## src/rtl/knn_sort_scheduler.sv

```systemverilog
// knn_sort_scheduler
// Sequencing controller around the parallel distance sorter of the KNN datapath.
// Collects a serial stream of (distance, type) items into a batch of N = 2^L
// slots. Unused slots are padded with all-ones distance and type 0. It launches
// one sort, waits for the sorter's result strobe (bounded by TIMEOUT), then
// streams the K nearest results out under valid/ready backpressure.
//
// Ports
//   clk, rst                      clock, asynchronous active-high reset
//   in_valid/in_ready             input item handshake
//   in_dist/in_type/in_last       input item payload, in_last closes the batch
//   srt_in_valid                  one-cycle launch strobe to the sorter
//   srt_ascending                 sort direction (always ascending)
//   srt_in/srt_in_type            packed padded batch, slot i at [W*(i+1)-1:W*i]
//   srt_out/srt_out_type          sorted batch from the sorter, slot 0 smallest
//   srt_out_valid                 sorter result strobe
//   out_valid/out_ready           result handshake
//   out_dist/out_type/out_last    result payload, out_last marks the final result
//   ovf                           sticky: batch closed at N items without in_last
//   err                           sticky: sorter timeout
module knn_sort_scheduler #(
  parameter int L       = 3,
  parameter int W       = 16,
  parameter int TYPE_W  = 3,
  parameter int K       = 4,
  parameter int TIMEOUT = 255
) (
  input  logic                  clk,
  input  logic                  rst,
  input  logic                  in_valid,
  output logic                  in_ready,
  input  logic [W-1:0]          in_dist,
  input  logic [TYPE_W-1:0]     in_type,
  input  logic                  in_last,
  output logic                  srt_in_valid,
  output logic                  srt_ascending,
  output logic [W*(1<<L)-1:0]   srt_in,
  output logic [TYPE_W*(1<<L)-1:0] srt_in_type,
  input  logic [W*(1<<L)-1:0]   srt_out,
  input  logic [TYPE_W*(1<<L)-1:0] srt_out_type,
  input  logic                  srt_out_valid,
  output logic                  out_valid,
  input  logic                  out_ready,
  output logic [W-1:0]          out_dist,
  output logic [TYPE_W-1:0]     out_type,
  output logic                  out_last,
  output logic                  ovf,
  output logic                  err
);

  localparam int N     = 1 << L;
  localparam int CNT_W = $clog2(N + 1);
  localparam int TMO_W = $clog2(TIMEOUT + 1);

  typedef enum logic [1:0] {
    S_FILL   = 2'd0,
    S_LAUNCH = 2'd1,
    S_WAIT   = 2'd2,
    S_DRAIN  = 2'd3
  } state_t;

  state_t              state_q, state_d;
  logic [CNT_W-1:0]    cnt_q, cnt_d;
  logic [CNT_W-1:0]    idx_q, idx_d;
  logic [TMO_W-1:0]    tmo_q, tmo_d;
  logic                ovf_q, ovf_d;
  logic                err_q, err_d;
  logic                in_ready_q, srt_in_valid_q;
  logic                out_valid_q, out_valid_d;
  logic [W-1:0]        out_dist_q, out_dist_d;
  logic [TYPE_W-1:0]   out_type_q, out_type_d;
  logic                out_last_q, out_last_d;

  logic [W-1:0]        fill_dist_q [N];
  logic [TYPE_W-1:0]   fill_type_q [N];
  logic [W-1:0]        res_dist_q  [N];
  logic [TYPE_W-1:0]   res_type_q  [N];
  logic [W*N-1:0]      srt_in_q;
  logic [TYPE_W*N-1:0] srt_in_type_q;

  logic                accept;
  logic                close_batch;
  logic                load_res;
  logic [CNT_W-1:0]    cnt_inc;
  logic [CNT_W-1:0]    idx_nxt;
  logic [CNT_W-1:0]    e_cnt;
  logic [W*N-1:0]      pad_dist;
  logic [TYPE_W*N-1:0] pad_type;

  assign in_ready      = in_ready_q;
  assign srt_in_valid  = srt_in_valid_q;
  assign srt_ascending = 1'b1;
  assign srt_in        = srt_in_q;
  assign srt_in_type   = srt_in_type_q;
  assign out_valid     = out_valid_q;
  assign out_dist      = out_dist_q;
  assign out_type      = out_type_q;
  assign out_last      = out_last_q;
  assign ovf           = ovf_q;
  assign err           = err_q;

  // Item acceptance and batch-close detection
  always_comb begin
    accept      = (state_q == S_FILL) && in_valid;
    cnt_inc     = cnt_q + CNT_W'(1);
    idx_nxt     = idx_q + CNT_W'(1);
    close_batch = accept && (in_last || (cnt_q == CNT_W'(N - 1)));
    if (cnt_q < CNT_W'(K)) begin
      e_cnt = cnt_q;
    end else begin
      e_cnt = CNT_W'(K);
    end
  end

  // Padded batch image including the item accepted this cycle
  always_comb begin
    pad_dist = {(W*N){1'b0}};
    pad_type = {(TYPE_W*N){1'b0}};
    for (int i = 0; i < N; i++) begin
      if (CNT_W'(i) < cnt_inc) begin
        if (CNT_W'(i) == cnt_q) begin
          pad_dist[W*i +: W]           = in_dist;
          pad_type[TYPE_W*i +: TYPE_W] = in_type;
        end else begin
          pad_dist[W*i +: W]           = fill_dist_q[i];
          pad_type[TYPE_W*i +: TYPE_W] = fill_type_q[i];
        end
      end else begin
        pad_dist[W*i +: W]           = {W{1'b1}};
        pad_type[TYPE_W*i +: TYPE_W] = {TYPE_W{1'b0}};
      end
    end
  end

  // Next-state and output-register logic
  always_comb begin
    state_d     = state_q;
    cnt_d       = cnt_q;
    idx_d       = idx_q;
    tmo_d       = tmo_q;
    ovf_d       = ovf_q;
    err_d       = err_q;
    out_valid_d = out_valid_q;
    out_dist_d  = out_dist_q;
    out_type_d  = out_type_q;
    out_last_d  = out_last_q;
    load_res    = 1'b0;
    case (state_q)
      S_FILL: begin
        if (accept) begin
          cnt_d = cnt_inc;
          if (close_batch) begin
            state_d = S_LAUNCH;
          end else begin
            state_d = S_FILL;
          end
          // Batch closed by capacity rather than by in_last
          if (!in_last && (cnt_q == CNT_W'(N - 1))) begin
            ovf_d = 1'b1;
          end else begin
            ovf_d = ovf_q;
          end
        end else begin
          state_d = S_FILL;
        end
      end
      S_LAUNCH: begin
        state_d = S_WAIT;
        tmo_d   = {TMO_W{1'b0}};
      end
      S_WAIT: begin
        if (srt_out_valid) begin
          state_d     = S_DRAIN;
          load_res    = 1'b1;
          idx_d       = {CNT_W{1'b0}};
          out_valid_d = 1'b1;
          out_dist_d  = srt_out[W-1:0];
          out_type_d  = srt_out_type[TYPE_W-1:0];
          out_last_d  = (e_cnt == CNT_W'(1));
        end else if (tmo_q == TMO_W'(TIMEOUT - 1)) begin
          // Sorter never answered: abandon the batch silently
          state_d = S_FILL;
          err_d   = 1'b1;
          cnt_d   = {CNT_W{1'b0}};
        end else begin
          tmo_d = tmo_q + TMO_W'(1);
        end
      end
      S_DRAIN: begin
        if (out_ready) begin
          if (idx_q == (e_cnt - CNT_W'(1))) begin
            state_d     = S_FILL;
            cnt_d       = {CNT_W{1'b0}};
            idx_d       = {CNT_W{1'b0}};
            out_valid_d = 1'b0;
            out_last_d  = 1'b0;
          end else begin
            idx_d      = idx_nxt;
            out_dist_d = res_dist_q[idx_nxt[L-1:0]];
            out_type_d = res_type_q[idx_nxt[L-1:0]];
            out_last_d = (idx_nxt == (e_cnt - CNT_W'(1)));
          end
        end else begin
          state_d = S_DRAIN;
        end
      end
      default: begin
        state_d = S_FILL;
      end
    endcase
  end

  // Control state and registered handshake/result outputs
  always_ff @(posedge clk or posedge rst) begin
    if (rst) begin
      state_q        <= S_FILL;
      cnt_q          <= {CNT_W{1'b0}};
      idx_q          <= {CNT_W{1'b0}};
      tmo_q          <= {TMO_W{1'b0}};
      ovf_q          <= 1'b0;
      err_q          <= 1'b0;
      in_ready_q     <= 1'b1;
      srt_in_valid_q <= 1'b0;
      out_valid_q    <= 1'b0;
      out_dist_q     <= {W{1'b0}};
      out_type_q     <= {TYPE_W{1'b0}};
      out_last_q     <= 1'b0;
    end else begin
      state_q        <= state_d;
      cnt_q          <= cnt_d;
      idx_q          <= idx_d;
      tmo_q          <= tmo_d;
      ovf_q          <= ovf_d;
      err_q          <= err_d;
      in_ready_q     <= (state_d == S_FILL);
      srt_in_valid_q <= (state_d == S_LAUNCH);
      out_valid_q    <= out_valid_d;
      out_dist_q     <= out_dist_d;
      out_type_q     <= out_type_d;
      out_last_q     <= out_last_d;
    end
  end

  // Fill buffer: accepted items land in slot cnt
  always_ff @(posedge clk or posedge rst) begin
    if (rst) begin
      for (int i = 0; i < N; i++) begin
        fill_dist_q[i] <= {W{1'b0}};
        fill_type_q[i] <= {TYPE_W{1'b0}};
      end
    end else if (accept) begin
      fill_dist_q[cnt_q[L-1:0]] <= in_dist;
      fill_type_q[cnt_q[L-1:0]] <= in_type;
    end
  end

  // Sorter launch image (held between launches) and captured result buffer
  always_ff @(posedge clk or posedge rst) begin
    if (rst) begin
      srt_in_q      <= {(W*N){1'b0}};
      srt_in_type_q <= {(TYPE_W*N){1'b0}};
      for (int i = 0; i < N; i++) begin
        res_dist_q[i] <= {W{1'b0}};
        res_type_q[i] <= {TYPE_W{1'b0}};
      end
    end else begin
      if (close_batch) begin
        srt_in_q      <= pad_dist;
        srt_in_type_q <= pad_type;
      end
      if (load_res) begin
        for (int i = 0; i < N; i++) begin
          res_dist_q[i] <= srt_out[W*i +: W];
          res_type_q[i] <= srt_out_type[TYPE_W*i +: TYPE_W];
        end
      end
    end
  end

endmodule
```

## config.mk

```make
export PLATFORM = sky130hd
export DESIGN_NAME = knn_sort_scheduler
export DESIGN_NICKNAME = d
export VERILOG_FILES = /design/src/rtl/knn_sort_scheduler.sv
export SDC_FILE = /design/constraint.sdc
export NUM_CORES = 1
export LEC_CHECK = 0
export ABC_AREA = 1
export CAP_MARGIN = 20
export CORE_AREA = 2 2 202 204
export DETAILED_ROUTE_END_ITERATION = 10
export DIE_AREA = 0 0 204 206
export GPL_TIMING_DRIVEN = 1
export PLACE_DENSITY = 0.92
export SYNTH_ARGS = -nofsm -noshare
export SYNTH_HDL_FRONTEND = slang
export SYNTH_SLANG_ARGS = --single-unit
```

## constraint.sdc

```tcl
create_clock -name clk -period 37.1 [get_ports clk]
set_clock_uncertainty 0.2 [all_clocks]
set_input_delay 7.42 -clock clk [delete_from_list [all_inputs] [get_ports clk]]
set_output_delay 7.42 -clock clk [all_outputs]
set_load 0.05 [all_outputs]
```

# Word level (Yosys, flattened, before mapping)

Cells that the tools add are included.

Word-level logic and storage cells: 191
Input bits: 177
Flip-flop bits (word level): 499

Equality and inequality tests: 24
Bitwise operators: 3
Muxes and demuxes: 83
Magnitude comparators: 12
Reductions and logical operators: 19
Add/sub/neg operators: 4

Operators with widths:

| cell                                               | count |
|---|---|
| 2-to-1 mux 16 bit                                  | 22 |
| bitwise mux 128 bit                                | 1 |
| 2-to-1 mux 3 bit                                   | 22 |
| binary-select mux 16 bit (select 3 bit)            | 1 |
| demux 16 bit (select 3 bit)                        | 1 |
| 2-to-1 mux 4 bit                                   | 9 |
| case mux 16 bit (2 select lines)                   | 1 |
| bitwise mux 24 bit                                 | 1 |
| == test 3 x 4 -> 1 bit (first input constant)      | 4 |
| < comparator 3 x 4 -> 1 bit (first input constant) | 4 |
| 2-to-1 mux 8 bit                                   | 2 |
| != test 2 bit (second input constant)              | 8 |
| case mux 8 bit (2 select lines)                    | 1 |
| case mux 4 bit (3 select lines)                    | 1 |
| AND reduction 3 bit                                | 4 |
| 2-to-1 mux 2 bit                                   | 5 |
| binary-select mux 3 bit (select 3 bit)             | 1 |
| demux 3 bit (select 3 bit)                         | 1 |
| 2-to-1 mux 1 bit                                   | 9 |
| adder 4 x 1 -> 4 bit (second input constant)       | 2 |
| adder 8 x 1 -> 8 bit (second input constant)       | 1 |
| == test 2 x 4 -> 1 bit (first input constant)      | 2 |
| == test 4 bit                                      | 2 |
| == test 8 bit (second input constant)              | 1 |
| other kinds (26)                                   | 39 |

# Depth between registers and ports, before layout

Gate-level depths: netlist of run 1.

Word-level depth: 8
Mapped depth: 15
Gate-level depth less buffers: 12

# Worst setup path after synthesis of run 1

Ideal clock, no wire load.

Path type: input to register
Start point: in in_valid
End point: reg srt_in_q[80], in the netlist srt_in[80]
Arrival time: 8.430 ns
Setup slack: 28.325 ns
Stages: 8
Path through: nand2_1 -> clkinv_1 -> o21ai_2 -> inv_2 -> buf_2 -> buf_2 -> nor2_1 -> a21oi_1

Word-level cells in the longest chain between the ends: 2

RTL lines:

| element                | line | source |
|---|---|---|
| start: declaration     | 30   | `input logic in_valid,` |
| logical AND 1 bit      | 104  | `accept = (state_q == S_FILL) && in_valid;` |
| logical AND 1 bit      | 107  | `close_batch = accept && (in_last \|\| (cnt_q == CNT_W'(N - 1)));` |
| end signal: assignment | 260  | `srt_in_q <= {(W*N){1'b0}};` |
| end signal: assignment | 268  | `srt_in_q <= pad_dist;` |
| end: declaration       | 78   | `logic [W*N-1:0] srt_in_q;` |

No other way between the ends.
A chain may end at the register's enable or synchronous reset.

# Final worst setup path of run 1

Start point: in in_valid
End point: reg srt_in_type_q[18], in the netlist srt_in_type[18]

Word-level cells in the longest chain between the ends: 2

RTL lines:

| element                | line | source |
|---|---|---|
| logical AND 1 bit      | 104  |  |
| logical AND 1 bit      | 107  |  |
| end signal: assignment | 261  | `srt_in_type_q <= {(TYPE_W*N){1'b0}};` |
| end signal: assignment | 269  | `srt_in_type_q <= pad_type;` |
| end: declaration       | 79   | `logic [TYPE_W*N-1:0] srt_in_type_q;` |

No other way between the ends.

==> results of run 1 <==
-- where the power goes --
group | switching, mW | internal (mW)
Combinational | 0.708 | 0.367
Clock | 0.212 | 0.293
Sequential | 0.137 | 0.752
Total | 1.06 | 1.41
-- critical path, delay by kind of cell --
family,cells,cell delay (ns)
and+or+nand+nor,2,0.27
AOI/OAI and AO/OA,2,0.30
buffers and inverters,5,2.37
-- cells by family after synthesis --
logic type,share of synthesized area
and+or+nand+nor,0.160
AOI/OAI and AO/OA,0.160
DFF,0.575
buffers and inverters,0.0562
muxes,0.0394
adders and majority gates,0.00576
xor gates and xnor gates,0.00357
other,0.000173
-- registers in the layout, summed over array words and instances, names as in the netlist --
| register | cells |
|---|---|
| fill_dist_q | 128 |
| res_dist_q | 128 |
| srt_in | 128 |
| fill_type_q | 24 |
| res_type_q | 24 |
| srt_in_type | 24 |
| out_dist | 16 |
| tmo_q | 8 |
| cnt_q | 4 |
| idx_q | 4 |
| out_type | 3 |
| state_q | 2 |
| err | 1 |
| in_ready | 1 |
| out_last | 1 |
| out_valid | 1 |
| ovf | 1 |
| srt_in_valid | 1 |
-- cell usage in the layout, fill, tap and decap left out, types with 9 or more instances in the layout --
cell type	n
clkbuf_8	11
inv_1	120
buf_4	15
clkbuf_1	20
nand3_1	106
a211oi_1	12
nor2_1	340
ha_1	9
nand4_1	11
clkdlybuf4s50_1	353
o21ai_0	259
nand2_1	412
clkbuf_16	50
dfrtp_1	497
o211ai_1	38
mux2_2	76
a21oi_1	340
-- final timing paths --
kind	startpoint	endpoint	slack, ns
setup / recovery	in_valid	srt_in_type[18]	26.89
hold / removal	err	err	0.28
setup reg to reg	cnt_q[0]	srt_in_type[18]	33.15
hold reg to reg	err	err	0.28
max in group asynchronous	rst	fill_dist_q[99]	27.87
min in group asynchronous	rst	res_type_q[4]	7.22
-- routing by layer --
layer,GRT usage,vias up
met3,0.0697,219
li1,-,8574
met5,0,-
met2,0.500,1217
met1,0.388,9218
met4,0.153,0
-- cell type report --
cell class | instances | area, um2
Inverter | 130 | 498
Sequential cell | 499 | 12500
Clock inverter | 11 | 156
Fill cell | 2787 | 13000
Clock buffer | 81 | 1480
Tap cell | 532 | 666
Timing Repair Buffer | 380 | 3890
Multi-Input combinational cell | 1635 | 8030
==> flow_summary.json, run 1 <==
{
  "initial_core_util": 0.540,
  "cts_post_setup_buffers_inserted": 0,
  "ys.flop_type": "dfrtp_1",
  "vias": 19228,
  "syn-instance-count": 2441,
  "hold_slack_ns": 0.284,
  "routed_wl_mm": 65.4,
  "fp-row-count": 74,
  "dr.pass1.iters": 9,
  "slowest_stage": "inv_4",
  "end_kind": "register",
  "drc_errors": 0,
  "finish.utilization": 0.677,
  "placed_cell_area_um2": 25400,
  "clkSinkCount": 499,
  "pin_count": 355,
  "highest_layer": "met4",
  "dieArea_um2": 42000,
  "wl_met3_mm": 6.99,
  "stdcell_area_um2": 27200,
  "grt_pass1_wl_mm": 101,
  "ys_ff_latch": 499,
  "synth.avg_cell_area_um2": 8.89,
  "wl_met1_mm": 23.9,
  "synth.distinct_cells": 33,
  "setup_viol": 0,
  "hold_viol": 0,
  "clk_path_buf_depth": 3,
  "p_total_mw": 2.47,
  "antenna_cells": 0,
  "synthTopCellsByCount": "dfrtp_1 (498), nand2_1 (413), nor2_1 (341)",
  "post_drt_via_cell_ratio": 5.88,
  "hold_class": "register to register",
  "startpoint_type": "primary input",
  "hold_depth": 1,
  "path_class": "primary input to register",
  "cp.required_ns": 37.41,
  "cts_resized": 0,
  "async_flop_share": 1.00,
  "drt-initial-drc-count": 2292,
  "finalWorstSetupSlack_ns": 26.89,
  "root_buffer": "clkbuf_16",
  "slowest_delay_ns": 0.69,
  "ir_worst_vdd_mv": 0.0603,
  "outcome": "finished clean",
  "cp_data_arrival_time_ns": 10.52,
  "fp.dieH_um": 206,
  "clk_pin_slew_ns": 0.06,
  "cts_buffers": 50,
  "wire_per_inst_um": 20.0,
  "tritoncts": "built",
  "synth_edf_count": 0,
  "synth_area_leader_cell": "dfrtp_1",
  "grt_pass1_vias": 18663,
  "yosys-top-cells-area": "dfrtp_1 (57%), a21oi_1 (7.8%), nand2_1 (7.1%)",
  "die_w_um": 204,
  "max-cap-violations": 0,
  "post-place-ws_ns": 26.50,
  "slew_headroom": 0.280,
  "period_minus_slack_ns": 10.21,
  "hpwl_mm": 42.0,
  "yosysMostFrequentCell": "dfrtp_1",
  "nNetsFinal": 2883,
  "track_usage": 0.307,
  "rr_worst_depth": 10,
  "synthesis.nets": 2628,
  "place_congestion": 0.918,
  "antenna_found_initial": 0,
  "power.static_leakage_nw": 12.1,
  "coreArea_um2": 40200,
  "port_buffers": 353,
  "drive_gt1_frac": 0.0720,
  "finalNonFillerCells": 3268,
  "area.growth.synth_to_final_pct": 25.4,
  "cp_cell_sequence": "clkdlybuf4s50_1 -> nand2_1 -> clkinv_1 -> o21ai_4 -> buf_4 -> inv_4 -> buf_4 -> nand2_1 -> o21ai_0",
  "place_inst": 3167,
  "grt_overflow_total": 0,
  "htree_levels": 2,
  "fin_crit_sh": 0.275,
  "fmax_mhz": 97.9,
  "wl_met2_mm": 31.1,
  "yosysWarnings": 0,
  "fin_tns_setup_ns": 0,
  "syn-cell-area_um2": 21700,
  "yosysSeqAreaShare": 0.575,
  "drt.antenna.violating_nets": 0,
  "tightest_slew_ns": 1.08,
  "slew_violations": 0,
  "grt_max_degree": 195,
  "yosysTopAreaCellShare": 0.574,
  "cts_hold_buf": 0,
  "clk_latency_ns": 0.60,
  "rsz0062_at_grt": "no",
  "critPathMaxFanout": 85,
  "powerDensity_nw_per_um2": 90.7
}
Power figures use the tool's default switching activity.
==> inputs of run 2 (changes only) <==
- CORE_AREA: 2 2 202 204 -> 2 2 214 216
- DIE_AREA: 0 0 204 206 -> 0 0 216 218
- PLACE_DENSITY: 0.92 -> 0.88
- clock period: 37.1 -> 9.3 ns (I/O delays scaled with it)
==> flow_summary.json, run 2 (synthesis results as in run 1) <==
{
  "outcome": "finished clean",
  "htree_levels": 2,
  "p_total_mw": 9.93,
  "fin_tns_setup_ns": 0,
  "drt-initial-drc-count": 2485,
  "post_drt_via_cell_ratio": 5.65,
  "drc_errors": 0,
  "cts_buffers": 50,
  "antenna_cells": 0,
  "finalNonFillerCells": 3338,
  "post-place-ws_ns": 4.22,
  "ir_worst_vdd_mv": 0.248,
  "fillers": 3387,
  "final_common_cell": "dfrtp_1",
  "path_class": "primary input to register",
  "port_buffers": 353,
  "fp.dieH_um": 218,
  "wire_per_inst_um": 19.2,
  "setup_viol": 0,
  "tritoncts": "built",
  "grt_pass1_vias": 18272,
  "vias": 18871,
  "hold_slack_ns": 0.275,
  "grt_pass1_wl_mm": 100,
  "drt.antenna.violating_nets": 0,
  "hold_viol": 0,
  "multi_input_area_um2": 8030,
  "dr.pass1.iters": 9,
  "powerDensity_nw_per_um2": 362,
  "power.static_leakage_nw": 12.1,
  "fp-row-count": 78,
  "place_inst": 3234,
  "rsz0062_at_grt": "no",
  "track_usage": 0.269,
  "area.growth.synth_to_final_pct": 26.5,
  "cts_hold_buf": 0,
  "most-common-layout-cells": "dfrtp_1 (497), nand2_1 (412), clkdlybuf4s50_1 (353), nor2_1 (340), a21oi_1 (340)",
  "clkSinkCount": 499,
  "slew_violations": 0,
  "period_minus_slack_ns": 4.58,
  "critPathMaxFanout": 78,
  "place_congestion": 0.899,
  "startpoint_type": "primary input",
  "hold_class": "register to register",
  "initial_core_util": 0.484,
  "hpwl_mm": 41.2,
  "finalWorstSetupSlack_ns": 4.72,
  "fmax_mhz": 218,
  "cp_data_arrival_time_ns": 4.83,
  "coreArea_um2": 44900,
  "antenna_found_initial": 0,
  "tightest_slew_ns": 1.13,
  "clk_path_buf_depth": 3,
  "routed_wl_mm": 64.1,
  "pin_count": 355,
  "fin_crit_sh": 0.493,
  "end_kind": "register",
  "cts_post_setup_buffers_inserted": 0,
  "drive_gt1_frac": 0.0771,
  "slew_headroom": 0.249,
  "nNetsFinal": 2885,
  "root_buffer": "clkbuf_16",
  "grt_overflow_total": 0,
  "max-cap-violations": 0,
  "clk_latency_ns": 0.60,
  "clk_pin_slew_ns": 0.06,
  "cts_resized": 0,
  "die_w_um": 216,
  "grt_max_degree": 172,
  "cp.required_ns": 9.55,
  "dieArea_um2": 47100,
  "seq_area_um2": 12500
}
[run 2: worst paths after layout]
check / end / start / slack (ns) / cells past startpoint
worst min-delay path: ovf / ovf / 0.27 / 1
worst max register to register: out_dist[11] / cnt_q[2] / 5.09 / 12
worst min register to register: ovf / ovf / 0.27 / 1
min in group asynchronous: srt_in[116] / rst / 1.53 / 2
max in group asynchronous: fill_type_q[20] / rst / 5.52 / 4
worst max-delay path: srt_in[48] / in_valid / 4.72 / 9
[run 2: metal layers]
layer,up-vias,global-route usage,share of wire
li1,8573,-,-
met1,9053,0.343,0.38
met2,1076,0.436,0.47
met3,169,0.0637,0.098
met4,0,0.126,0.050
met5,-,0,0
[run 2: worst max-delay path, stage by stage]
cell and delay [ns]:
clkdlybuf4s50_1 0.49, nand2_1 0.09, clkinv_1 0.18, o21ai_4 0.10, inv_4 0.56, buf_4 0.72
nand2_1 0.13, inv_1 0.39, a21oi_1 0.15
[run 2: power breakdown]
| group | switching (mW) | leakage (nW) | internal, mW | total, mW |
|---|---|---|---|---|
| logic | 2.81 | 5.35 | 1.47 | 4.28 |
| clock network | 0.886 | 0.854 | 1.25 | 2.14 |
| registers | 0.514 | 5.93 | 3.00 | 3.51 |
[run 2: layout make-up]
class / count / share of cell area
Inverter: 130 / 0.0180
Timing Repair Buffer: 382 / 0.144
Multi-Input combinational cell: 1635 / 0.292
Sequential cell: 499 / 0.455
Clock buffer: 66 / 0.0507
Clock inverter: 26 / 0.0125
Tap cell: 600 / 0.0273
[run 2: per-stage QoR]
step | util | cell area, um2
finish | 0.612 | 27500
global route | 0.612 | 27500
CTS | 0.606 | 27200
detailed placement | 0.567 | 25500
global placement | 0.567 | 25500
floorplan | - | 21700
